**src/rtl/ice51_uart_loader.sv**
```systemverilog
// ice51_uart_loader: UART boot loader sitting between the serial pin and the
// ice51 core. It receives 8N1 bytes and writes the first MEM_SIZE of them to
// code memory. It then releases the core through o_run and forwards every
// later byte to the core's UART RX path.
// Optional feature: define ICE51_LOADER_CKSUM_EN to require a trailing
// checksum byte (8-bit sum of the image) before the core is released.
module ice51_uart_loader #(
   parameter int CLKS_PER_BIT = 104,
   parameter int MEM_SIZE     = 512,
   parameter int ADDR_W       = 9
) (
   input  logic              i_clk,
   input  logic              i_rst,
   input  logic              i_uart_rx,
   output logic              o_mem_we,
   output logic [ADDR_W-1:0] o_mem_addr,
   output logic [7:0]        o_mem_wdata,
   output logic              o_run,
   output logic              o_rx_valid,
   output logic [7:0]        o_rx_data,
   output logic              o_frame_err,
   output logic              o_load_err
);

   localparam int TW = $clog2(CLKS_PER_BIT + 1);
   localparam logic [TW-1:0]     HALF_LAST = TW'(CLKS_PER_BIT / 2 - 1);
   localparam logic [TW-1:0]     FULL_LAST = TW'(CLKS_PER_BIT - 1);
   localparam logic [ADDR_W-1:0] LAST_ADDR = ADDR_W'(MEM_SIZE - 1);

   typedef enum logic [2:0] {
      RX_IDLE,
      RX_START,
      RX_DATA,
      RX_STOP,
      RX_WAIT_HIGH
   } rx_state_t;

   typedef enum logic [1:0] {
      LD_LOAD,
      LD_CHECK,
      LD_RUN
   } ld_state_t;

   logic              rx_meta;
   logic              rx_sync;
   logic              rx_prev;
   rx_state_t         rx_state;
   rx_state_t         rx_next;
   logic [TW-1:0]     timer;
   logic              timer_done;
   logic [2:0]        bit_idx;
   logic [7:0]        shreg;
   logic              good_byte;
   logic              bad_stop;
   ld_state_t         ld_state;
   ld_state_t         ld_next;
   logic [ADDR_W-1:0] count;
`ifdef ICE51_LOADER_CKSUM_EN
   logic [7:0]        sum;
`endif

   // Two-flop synchroniser plus one delayed copy for falling-edge detection;
   // reset to the idle-high line level so reset release cannot fake a start bit
   always_ff @(posedge i_clk or posedge i_rst) begin
      if (i_rst) begin
         rx_meta <= 1'b1;
         rx_sync <= 1'b1;
         rx_prev <= 1'b1;
      end else begin
         rx_meta <= i_uart_rx;
         rx_sync <= rx_meta;
         rx_prev <= rx_sync;
      end
   end

   // The start bit is sampled after half a bit; every later bit one full bit on
   always_comb begin
      timer_done = (rx_state == RX_START) ? (timer == HALF_LAST) : (timer == FULL_LAST);
   end

   assign good_byte = (rx_state == RX_STOP) && timer_done && rx_sync;
   assign bad_stop  = (rx_state == RX_STOP) && timer_done && !rx_sync;

   // Receiver state register
   always_ff @(posedge i_clk or posedge i_rst) begin
      if (i_rst) rx_state <= RX_IDLE;
      else       rx_state <= rx_next;
   end

   // Receiver next state: a high start-bit sample is a glitch and is dropped
   // silently; a low stop bit waits for the line to return high
   always_comb begin
      rx_next = rx_state;
      case (rx_state)
         RX_IDLE:      if (rx_prev && !rx_sync) rx_next = RX_START;
         RX_START:     if (timer_done) rx_next = rx_sync ? RX_IDLE : RX_DATA;
         RX_DATA:      if (timer_done && bit_idx == 3'd7) rx_next = RX_STOP;
         RX_STOP:      if (timer_done) rx_next = rx_sync ? RX_IDLE : RX_WAIT_HIGH;
         RX_WAIT_HIGH: if (rx_sync) rx_next = RX_IDLE;
         default:      rx_next = RX_IDLE;
      endcase
   end

   // Bit timer, bit index and LSB-first shift register
   always_ff @(posedge i_clk or posedge i_rst) begin
      if (i_rst) begin
         timer   <= '0;
         bit_idx <= 3'd0;
         shreg   <= 8'h00;
      end else begin
         if (rx_state == RX_IDLE || rx_state == RX_WAIT_HIGH || timer_done)
            timer <= '0;
         else
            timer <= timer + 1'b1;
         if (rx_state == RX_START) begin
            bit_idx <= 3'd0;
         end else if (rx_state == RX_DATA && timer_done) begin
            shreg   <= {rx_sync, shreg[7:1]};
            bit_idx <= bit_idx + 3'd1;
         end
      end
   end

   // Loader state register
   always_ff @(posedge i_clk or posedge i_rst) begin
      if (i_rst) ld_state <= LD_LOAD;
      else       ld_state <= ld_next;
   end

   // Loader next state: leave LOAD only on the byte that fills the last address
   always_comb begin
      ld_next = ld_state;
      case (ld_state)
         LD_LOAD: begin
            if (good_byte && count == LAST_ADDR) begin
`ifdef ICE51_LOADER_CKSUM_EN
               ld_next = LD_CHECK;
`else
               ld_next = LD_RUN;
`endif
            end
         end
`ifdef ICE51_LOADER_CKSUM_EN
         LD_CHECK: if (good_byte) ld_next = (shreg == sum) ? LD_RUN : LD_LOAD;
`endif
         LD_RUN:  ld_next = LD_RUN;
         default: ld_next = LD_LOAD;
      endcase
   end

   // Registered outputs; o_run trails the RUN state by one cycle so it rises
   // the cycle after the final write (or the checksum byte)
   always_ff @(posedge i_clk or posedge i_rst) begin
      if (i_rst) begin
         o_mem_we    <= 1'b0;
         o_mem_addr  <= '0;
         o_mem_wdata <= 8'h00;
         o_run       <= 1'b0;
         o_rx_valid  <= 1'b0;
         o_rx_data   <= 8'h00;
         o_frame_err <= 1'b0;
         count       <= '0;
`ifdef ICE51_LOADER_CKSUM_EN
         sum         <= 8'h00;
         o_load_err  <= 1'b0;
`endif
      end else begin
         o_mem_we    <= 1'b0;
         o_rx_valid  <= 1'b0;
         o_frame_err <= bad_stop;
         o_run       <= (ld_state == LD_RUN);
         if (good_byte) begin
            case (ld_state)
               LD_LOAD: begin
                  o_mem_we    <= 1'b1;
                  o_mem_addr  <= count;
                  o_mem_wdata <= shreg;
                  count       <= count + 1'b1;
`ifdef ICE51_LOADER_CKSUM_EN
                  sum         <= sum + shreg;
`endif
               end
`ifdef ICE51_LOADER_CKSUM_EN
               LD_CHECK: begin
                  if (shreg != sum) begin
                     o_load_err <= 1'b1;
                     count      <= '0;
                     sum        <= 8'h00;
                  end
               end
`endif
               LD_RUN: begin
                  o_rx_valid <= 1'b1;
                  o_rx_data  <= shreg;
               end
               default: ;
            endcase
         end
      end
   end

`ifndef ICE51_LOADER_CKSUM_EN
   assign o_load_err = 1'b0;
`endif

endmodule

```
**config.mk**
```make
export PLATFORM = sky130hd
export DESIGN_NAME = ice51_uart_loader
export DESIGN_NICKNAME = d
export VERILOG_FILES = /design/src/rtl/ice51_uart_loader.sv
export SDC_FILE = /design/constraint.sdc
export NUM_CORES = 1
export LEC_CHECK = 0
export ABC_AREA = 1
export CAP_MARGIN = 20
export CORE_MARGIN = 3
export CORE_UTILIZATION = 58
export DETAILED_ROUTE_END_ITERATION = 8
export PLACE_DENSITY = 0.82
export SETUP_SLACK_MARGIN = 0.05
export SYNTH_ARGS = -nofsm -noshare
export SYNTH_HDL_FRONTEND = slang
export SYNTH_SLANG_ARGS = --single-unit
```
**constraint.sdc**
```tcl
create_clock -name i_clk -period 5.3 [get_ports i_clk]
set_input_delay 0.53 -clock i_clk [delete_from_list [all_inputs] [get_ports i_clk]]
set_output_delay 0.53 -clock i_clk [all_outputs]
set_load 0.005 [all_outputs]
```
# ---- Word-level counts from Yosys, hierarchy flattened
# Index checks and enable logic that the tools add are counted.
dict set report word_totals {
  elab_cells 70
  reg_bits 64
  in_bits 3
  output_inout_bits 30
}
dict set report classes {
  eq_ne 15
  n_reduce_logical 17
  bitwise_logic 1
  mux 18
  add_sub_neg 3
}
# cell n
set op_table {}
lappend op_table {{$mux W3} 8}
lappend op_table {{$pmux W3 S5} 1}
lappend op_table {{$ne A2 B2 Y1 const B} 6}
lappend op_table {{$add A9 B1 Y9 const B} 1}
lappend op_table {{$eq A9 B9 Y1 const B} 1}
lappend op_table {{$add A7 B1 Y7 const B} 1}
lappend op_table {{$eq A7 B6 Y1 const B} 1}
lappend op_table {{$eq A7 B7 Y1 const B} 1}
lappend op_table {{$logic_and A1 B1 Y1} 7}
lappend op_table {{$mux W7} 1}
lappend op_table {{$eq A3 B2 Y1 const B} 2}
lappend op_table {{$eq A3 B3 Y1 const B} 2}
lappend op_table {{$reduce_and A2 Y1} 3}
lappend op_table {{$mux W1} 5}
lappend op_table {{$reduce_and A5 Y1} 1}
lappend op_table {{$mux W2} 2}
lappend op_table {{$pmux W2 S2} 1}
lappend op_table {{$add A3 B1 Y3 const B} 1}
lappend op_table {{$eq A3 B1 Y1 const B} 1}
lappend op_table {{$logic_not A3 Y1} 1}
lappend op_table {{$eq A2 B2 Y1 const B} 1}
lappend op_table {{$logic_not A2 Y1} 1}
lappend op_table {{$logic_or A1 B1 Y1} 2}
lappend op_table {{$reduce_bool A2 Y1} 1}
lappend op_table {{other kinds (2)} 2}

# ---- Logic depth before layout (Yosys ltp)
# Gate-level depths: netlist of run 1.
dict set report logic_depth {
  ltp_word 7
  ltp_mapped 10
  mapped_depth_nobuf 10
}

# ---- Least setup slack after synthesis of run 1
# No wires, ideal clock.
dict set report synth_timing {
  kind {reg2reg}
  start {register rx_state[2]}
  end {register count[2]}
  period_less_slack_ps 1622
  setup_time_ps 122
  required_time_ps 5178
  path_buffers 1
  path_stages_with_launch 10
  slack_ps 3678
  arrival_ps 1500
  cell_sequence {dfrtp_1 nor2_2 nand3_1 nand2_2 nand3_4 nor3_4 nand2_4 buf_6 nand2_2 o21ai_2}
}
dict set report synth_via {
  elab_chain_len 5
  elab_cells_between_ends 6
  cone_classes {eq/ne: 2; mux: 1; reduce/logical: 3}
}
# element line
set synth_lines {}
lappend synth_lines {{start: declaration} 47} ;# rx_state_t rx_state;
lappend synth_lines {{start signal: assignment} 87} ;# else rx_state <= rx_next;
lappend synth_lines {{$eq A3 B1 Y1} 78} ;# timer_done = (rx_state == RX_START) ? (timer == HALF_LAST) : (timer == FULL_LAST);
lappend synth_lines {{$mux W1} 78}
lappend synth_lines {{$logic_and A1 B1 Y1 * (2 in series)} 81} ;# assign good_byte = (rx_state == RX_STOP) && timer_done && rx_sync;
lappend synth_lines {{$reduce_and A2 Y1 (no line) *} --}
lappend synth_lines {{end signal: assignment} 178} ;# count <= count + 1'b1;
lappend synth_lines {{end: declaration} 57} ;# logic [ADDR_W-1:0] count;
# Mark *: on every way between the ends. The rest lies on a longest branch, timed or not.
# A chain may end at the register's enable or synchronous reset.

# ---- Final worst setup path of run 1
dict set report layout_timing {
  start {register rx_state[2]}
  end {register bit_idx[1]}
}
dict set report layout_via {
  elab_chain_len 4
  elab_cells_between_ends 6
  cone_classes {eq/ne: 2; mux: 2; reduce/logical: 2}
}
# element line
set layout_lines {}
lappend layout_lines {{$eq A3 B1 Y1} {78, 115}}
lappend layout_lines {{$mux W1} 78}
lappend layout_lines {{$logic_and A1 B1 Y1} 117} ;# end else if (rx_state == RX_DATA && timer_done) begin
lappend layout_lines {{$reduce_bool A2 Y1 (no line)} --}
lappend layout_lines {{end signal: assignment} 119} ;# bit_idx <= bit_idx + 3'd1;
lappend layout_lines {{end: declaration} 51} ;# logic [2:0] bit_idx;
# Several ways; a longest one is shown, not always the timed one.

==> run summary, run 1 <==
### Final layout
* Final nets: 330
* ratio of cells with drive above 1 in the final layout: 0.233
* number of fill cells in the layout: 333
* antenna cell count: 0
* area grow syn2layout: 18.4%

### Synth
* post-synthesis async set-or-reset flop share: 1.00
* dominant register cell in the synthesized netlist: dfrtp_1
* dominant cell type by area after synthesis: dfrtp_1
* area share of the largest cell type after synthesis: 0.529
* Syn. warnings: 0
* number of synthesized register bits: 63
* sequential-to-total area share from yosys stat: 0.556
* mux cell area share after synthesis: 0
* Syn Nets: 295
* Post-Synth XOR/XNOR Area: 0.0247
* biggest area contributors in the synthesized netlist: dfrtp_1 53%, nand2_1 8.5%, o21ai_2 7.4%
* post-synthesis share of cell area spent on full adders, half adders and majority gates: 0.0220
* summed instance area of the synthesized netlist: 2840 um^2
* synthesized-area fraction occupied by and/or/nand/nor cells: 0.226
* Mapped Cells: 287
* main combinational cell family by area after synthesis: simple AND/OR/NAND/NOR gates
* number of enable flip-flop cells after synthesis: 0
* complex-gate fraction of the synthesized area: 0.0996
* syn avg cell area: 9.90 um^2
* number of unique standard cell types used by synthesis: 32

### STA
* Final Max Tran Viols: 0
* clock period minus final worst setup slack: 2.23 ns
* Highest Clock Rate: 448 MHz
* share of the cycle needed by the critical path after routing: 0.421
* Clock Skews: 0.00816 ns
* Hold Vio Cnt, Final: 0
* total negative setup slack: 0 ns
* final number of setup-violating endpoints: 0
* RSZ-0062 raised after global routing: no
* Relative slew margins: 0.331
* worst-margin pin slew: 1.00 ns
* Hold Worst Slack: 0.358 ns

### Power
* static leakage: 1.61 nW
* maximum ir drop on the vdd rail: 0.000353 V
* PD cells: 320 nW/um^2

### Routing
* routed vias/inst: 4.94
* wire length per cell: 12.5 um
* DRC errors left: 0
* Detailed Routing Iterations Pass 1: 4
* number of design-rule violations left by the first detailed-router iteration: 125
* sum of routed wire length over all layers: 4.90 mm
* number of routed nets with antenna violations: 0
* total number of vias: 1,933

### Global routing
* largest net degree at the start of global routing: 64
* M2 GR Usage: 0.316
* via count of the first global-routing pass: 1,939
* antenna violations before repair: 0
* wire length of the first global-routing pass: 8.98 mm
* global-route track usage on met1: 0.254
* gr usage total: 0.197
* total gr overflow: 0
* global routing met3 resource utilization: 0.0496
* most used routing layer in global routing: met2

### Worst setup path
* top fanout value on the critical path: 20
* nature of the critical path endpoint: register
* kind of start point of the critical path: register
* critical path class: register to register
* CP required: 5.52 ns
* Worst EP arrival: 2.45 ns

### CTS
* post-CTS repair timing setup buffer count: 0
* insertion delay to the later sink of the worst-skew pair: 0.33 ns
* maximum count of clock buffers along a single path: 2
* number of buffers inserted for hold repair after clock tree synthesis: 0
* H-Tree Depth: 3
* CTS tree: done
* Clock Sink Count: 63
* Root Buffer: clkbuf_8
* number of buffers created by CTS: 9
* Resized cells post-CTS: 0
* clock transition time at the flip-flop clock pins of the worst setup and hold paths: 0.07 ns

### Place
* number of port buffers: 31
* final RePlAce weighted congestion: 0.833
* half-perimeter wire length of the detailed placement result: 3.27 mm

### Floorplanning
* die extent in y: 76.0 um
* starting utilization of the core area: 0.626
* width of the chip: 76.0 um
* floorplan die area: 5770 um^2
* row count: 24
* area of the core region: 4530 um^2
* number of I/O pins: 33

### Job
* Max Cap Viol: 0

### Status
* run status: completed

### Worst hold path
* type of the worst min-delay path: register to register

## cells by family (layout without fill, tap and decap cells)
group,after synthesis,count (layout)
AOI/OAI and AO/OA,38,38
xor gates and xnor gates,8,8
adders and majority gates,5,5
buffers and inverters,42,81
DFF,63,63
other,1,1
and+or+nand+nor,130,130
## critical path, stage by stage, from the launching register on
cell and delay (ns):
dfrtp_1 0.43, nor2_2 0.19, nand3_1 0.11, nand2_2 0.10, nand3_4 0.12, nor2_1 0.78, a21oi_1 0.19, nand2_1 0.14
nand2_1 0.05
## path summary, 6_finish.rpt
path                                           to                     from  depth (start not counted)  slack [ns]
max reg2reg                bit_idx[1]$_DFFE_PP0P_  rx_state[2]$_DFFE_PP0P_                          8        3.07
max in group asynchronous    shreg[2]$_DFFE_PP0P_                    i_rst                          3        4.05
min reg2reg                     rx_sync$_DFF_PP1_        rx_meta$_DFF_PP1_                          0        0.36
min in group asynchronous    o_rx_valid$_DFF_PP0_                    i_rst                          3        0.74
max                        bit_idx[1]$_DFFE_PP0P_  rx_state[2]$_DFFE_PP0P_                          8        3.07
min                             rx_sync$_DFF_PP1_        rx_meta$_DFF_PP1_                          0        0.36
## sequential cells by signal, summed over array words and instances, names as in the netlist, 3 cells and up
signal,cells
bit_idx,3
o_mem_addr,9
timer,7
o_mem_wdata,8
o_rx_data,8
rx_state,3
count,9
shreg,8
## area by class of cell
cell class | instances | area (um^2) | area share
clock buffer | 11 | 151 | 0.0450
clock inverter | 4 | 45.0 | 0.0134
inverter | 34 | 128 | 0.0379
multi-input combinational | 182 | 1060 | 0.315
sequential | 63 | 1580 | 0.470
tap | 65 | 81.3 | 0.0242
timing repair buffer | 32 | 318 | 0.0945
## cell usage after synthesis, drive strengths merged (2+ instances only)
master and count:
a21oi 3, buf 7, dfrtp 60, dfstp 3, ha 5, inv 33
nand2 88, nand3 13, nand4 3, nor2 16, nor3 4, nor3b 2
nor4 2, o21ai 34, xor2 7
## cells in the final DEF, fill, tap and decap left out, drive strengths merged
| cell | synthesis | routed |
|---|---|---|
| clkinv | 1 | 4 |
| a21oi | 3 | 3 |
| nand3b | 1 | 1 |
| conb | 1 | 1 |
| nor2 | 16 | 16 |
| nor3 | 4 | 4 |
| xnor2 | 1 | 1 |
| ha | 5 | 5 |
| nor3b | 2 | 2 |
| a211oi | 1 | 1 |
| clkbuf | 1 | 11 |
| nand4 | 3 | 3 |
| nor4 | 2 | 2 |
| nand3 | 13 | 13 |
| buf | 7 | 1 |
| inv | 33 | 33 |
| and3 | 1 | 1 |
| dfstp | 3 | 3 |
| nand2 | 88 | 88 |
| clkdlybuf4s50 | 0 | 31 |
| xor2 | 7 | 7 |
| dfrtp | 60 | 60 |
| bufinv | 0 | 1 |
| o21ai | 34 | 34 |
## report_power, final
group          internal [W]  switching, W  total, W
clock network      0.000238      0.000174  0.000411
registers          0.000506     0.0000242  0.000530
logic             0.0000435     0.0000924  0.000136
## routing by layer
metal	vias to the layer above	wire [um]
met3	10	128
met4	0	104
met2	27	2340
li1	972	-
met5	-	0
met1	924	2330
## stage by stage
stage	worst slack (ns)	instance area (um^2)	total power, W	utilization	cells
3_3_place_gp	3.21	3170	0.000665	0.698	376
6_report	3.07	3360	0.00108	0.742	391
2_1_floorplan	3.21	2840	0.000642	-	287
5_1_grt	2.80	3360	0.00114	0.742	391
3_5_place_dp	3.10	3170	0.000672	0.698	376
4_1_cts	3.07	3360	0.00109	0.742	391
No activity file was read; power rests on OpenSTA's default activity.
==> run 2, diff against run 1 <==
--- a/config.mk
+++ b/config.mk
@@ -8,9 +8,9 @@
 export ABC_AREA = 1
 export CAP_MARGIN = 20
 export CORE_MARGIN = 3
-export CORE_UTILIZATION = 58
+export CORE_UTILIZATION = 50
 export DETAILED_ROUTE_END_ITERATION = 8
-export PLACE_DENSITY = 0.82
+export PLACE_DENSITY = 0.75
 export SETUP_SLACK_MARGIN = 0.05
 export SYNTH_ARGS = -nofsm -noshare
 export SYNTH_HDL_FRONTEND = slang
==> constraint.sdc (replaced) <==
create_clock -name i_clk -period 1.8 [get_ports i_clk]
set_input_delay 0.18 -clock i_clk [delete_from_list [all_inputs] [get_ports i_clk]]
set_output_delay 0.18 -clock i_clk [all_outputs]
set_load 0.005 [all_outputs]
==> run summary, run 2 (synthesis gave the netlist of run 1 again) <==
### Global routing
* total gr overflow: 0, unchanged
* largest net degree at the start of global routing: 64, unchanged
* antenna violations before repair: 0, unchanged
* wire length of the first global-routing pass: 8.83 mm, was 8.98 mm
* via count of the first global-routing pass: 1,930, was 1,939
* gr usage total: 0.175, was 0.197

### Worst setup path
* nature of the critical path endpoint: register, unchanged
* kind of start point of the critical path: register, unchanged
* capture instance of the worst register-to-register path: o_rx_data[6]$_DFFE_PP0P_, was bit_idx[1]$_DFFE_PP0P_
* CP required: 2.02 ns, was 5.52 ns
* flop2flop setup slack: 0.16 ns, was 3.07 ns
* logic depth of the worst register-to-register path: 8, unchanged
* critical path class: register to register, unchanged
* startpoint of the worst setup timing path: timer[0]$_DFF_PP0_, was rx_state[2]$_DFFE_PP0P_
* R2R Path Start: timer[0]$_DFF_PP0_, was rx_state[2]$_DFFE_PP0P_
* top fanout value on the critical path: 16, was 20
* list of cells traversed by the critical path: ha_1, and3_2, nand3_4, nor3_4, buf_4, nand2_8, nand2_1, o21ai_2, was nor2_2, nand3_1, nand2_2, nand3_4, nor2_1, a21oi_1, nand2_1, nand2_1
* longest individual stage delay on the worst path: 0.37 ns, was 0.78 ns
* worst-path cell with the longest stage delay: dfrtp_1, was nor2_1
* capturing instance or port of the critical path: o_rx_data[6]$_DFFE_PP0P_, was bit_idx[1]$_DFFE_PP0P_
* Worst EP arrival: 1.86 ns, was 2.45 ns

### Floorplanning
* number of I/O pins: 33, unchanged
* die extent in y: 81.4 um, was 76.0 um
* floorplan die area: 6620 um^2, was 5770 um^2
* row count: 26, was 24
* starting utilization of the core area: 0.536, was 0.626
* area of the core region: 5300 um^2, was 4530 um^2
* width of the chip: 81.4 um, was 76.0 um

### STA
* clock period minus final worst setup slack: 1.64 ns, was 2.23 ns
* RSZ-0062 raised after global routing: yes, was no
* Clock Skews: 0.00623 ns, was 0.00816 ns
* Hold Vio Cnt, Final: 0, unchanged
* Final Max Tran Viols: 0, unchanged
* Highest Clock Rate: 610 MHz, was 448 MHz
* worst path setup slack after routing: 0.160 ns, was 3.07 ns
* share of the cycle needed by the critical path after routing: 0.911, was 0.421
* total negative setup slack: 0 ns, unchanged
* final number of setup-violating endpoints: 0, unchanged

### Place
* dpl ws: 0.0816 ns, was 3.10 ns
* half-perimeter wire length of the detailed placement result: 3.62 mm, was 3.27 mm
* final RePlAce weighted congestion: 0.764, was 0.833
* number of port buffers: 31, unchanged

### Final layout
* top flop regs: count x9, o_mem_addr x9, unchanged
* ratio of cells with drive above 1 in the final layout: 0.257, was 0.233
* Final nets: 337, was 330
* area grow syn2layout: 23.1%, was 18.4%
* antenna cell count: 0, unchanged
* number of fill cells in the layout: 437, was 333
* leading cell type in the layout, fill and taps excluded: nand2_1, unchanged
* most frequent cells in the layout: 64 x nand2_1, 57 x dfrtp_1, 31 x clkdlybuf4s50_1, 30 x inv_1, 24 x o21ai_2, was 64 x nand2_1, 60 x dfrtp_1, 31 x clkdlybuf4s50_1, 30 x inv_1, 24 x o21ai_2
* core utilization of the finished layout: 0.659, was 0.742

### CTS
* number of buffers created by CTS: 9, unchanged
* Root Buffer: clkbuf_8, unchanged
* clock transition time at the flip-flop clock pins of the worst setup and hold paths: 0.07 ns, about the same
* H-Tree Depth: 3, unchanged
* insertion delay to the later sink of the worst-skew pair: 0.33 ns, about the same
* CTS tree: done, unchanged
* maximum count of clock buffers along a single path: 2, unchanged
* Clock Sink Count: 63, unchanged

### Routing
* total number of vias: 1,979, was 1,933
* sum of routed wire length over all layers: 5.13 mm, was 4.90 mm
* post-route met1 wirelength: 2.36 mm, was 2.33 mm
* DRC errors left: 0, unchanged
* highest routed layer: met4, unchanged
* number of routed nets with antenna violations: 0, unchanged
* total length of routed met3 wires: 172 um, was 128 um
* routed vias/inst: 4.90, was 4.94
* wire length per cell: 12.7 um, was 12.5 um
* number of design-rule violations left by the first detailed-router iteration: 83, was 125
* sum of met2 wire segment lengths after detailed routing: 2.48 mm, was 2.34 mm
* Detailed Routing Iterations Pass 1: 5, was 4

### Power
* maximum ir drop on the vdd rail: 0.000643 V, was 0.000353 V
* static leakage: 1.63 nW, was 1.61 nW
* PD cells: 907 nW/um^2, was 320 nW/um^2

### Worst hold path
* type of the worst min-delay path: primary input to async pin, was register to register

### Job
* Max Cap Viol: 0, unchanged

### Status
* run status: completed, unchanged

[run 2: cell count changes in the layout (fill, tap and decap cells not counted), sizes merged]
cell,delta
clkinv,-2
clkinvlp,+3
buf,+7
[run 2: area by class of cell]
type                            count  area, um^2  share of cell area
Multi-Input combinational cell    182        1070               0.307
Clock buffer                       11         141              0.0404
Inverter                           34         128              0.0365
Timing Repair Buffer               39         424               0.121
Clock inverter                      5        57.6              0.0165
Tap cell                           70        87.6              0.0251
Sequential cell                    63        1580               0.453
[run 2: report_power, final]
part	internal [W]	leakage, nW	switching [W]
registers	0.00149	0.856	0.0000774
logic	0.000133	0.685	0.000256
clock network	0.000675	0.0916	0.000535
[run 2: through the flow]
stage          area, um^2  hold WS, ns  cells  total power (W)
2_1_floorplan        2840        0.184    287          0.00189
3_3_place_gp         3250        0.346    386          0.00197
3_5_place_dp         3250        0.347    386          0.00198
4_1_cts              3450        0.241    402          0.00319
5_1_grt              3500        0.262    404          0.00335
6_report             3500        0.225    404          0.00317
[run 2: repair_timing]
item	4_1_cts	5_1_grt
setup buffers	0	2
endpoints found under the setup margin	0	44
gates resized for setup	0	6
hold buffers	0	0
[run 2: worst min-delay path by stage]
stage / startpoint / end / slack, ns / depth (start not counted)
3_5_place_dp: rx_meta$_DFF_PP1_ / rx_sync$_DFF_PP1_ / 0.35 / 0
3_3_place_gp: rx_meta$_DFF_PP1_ / rx_sync$_DFF_PP1_ / 0.35 / 0
4_1_cts: i_rst / o_mem_wdata[1]$_DFFE_PP0P_ / 0.24 / 3
2_1_floorplan: i_uart_rx / rx_meta$_DFF_PP1_ / 0.18 / 0
6_report: i_rst / o_mem_wdata[0]$_DFFE_PP0P_ / 0.22 / 3
5_1_grt: i_rst / timer[0]$_DFF_PP0_ / 0.26 / 3
[run 2: routing by layer]
metal  up-vias  global-route usage
met2        37               0.270
li1        991                   -
met5         -                   0
met4         0              0.0861
met1       937               0.231
met3        14              0.0410
[run 2: critical path, delay by kind of cell, from the launching register on]
kind / cells / cell delay (ns)
AOI/OAI and AO/OA: 1 / 0.05
adders and majority gates: 1 / 0.19
buffers and inverters: 1 / 0.20
DFF: 1 / 0.37
and+or+nand+nor: 5 / 0.72
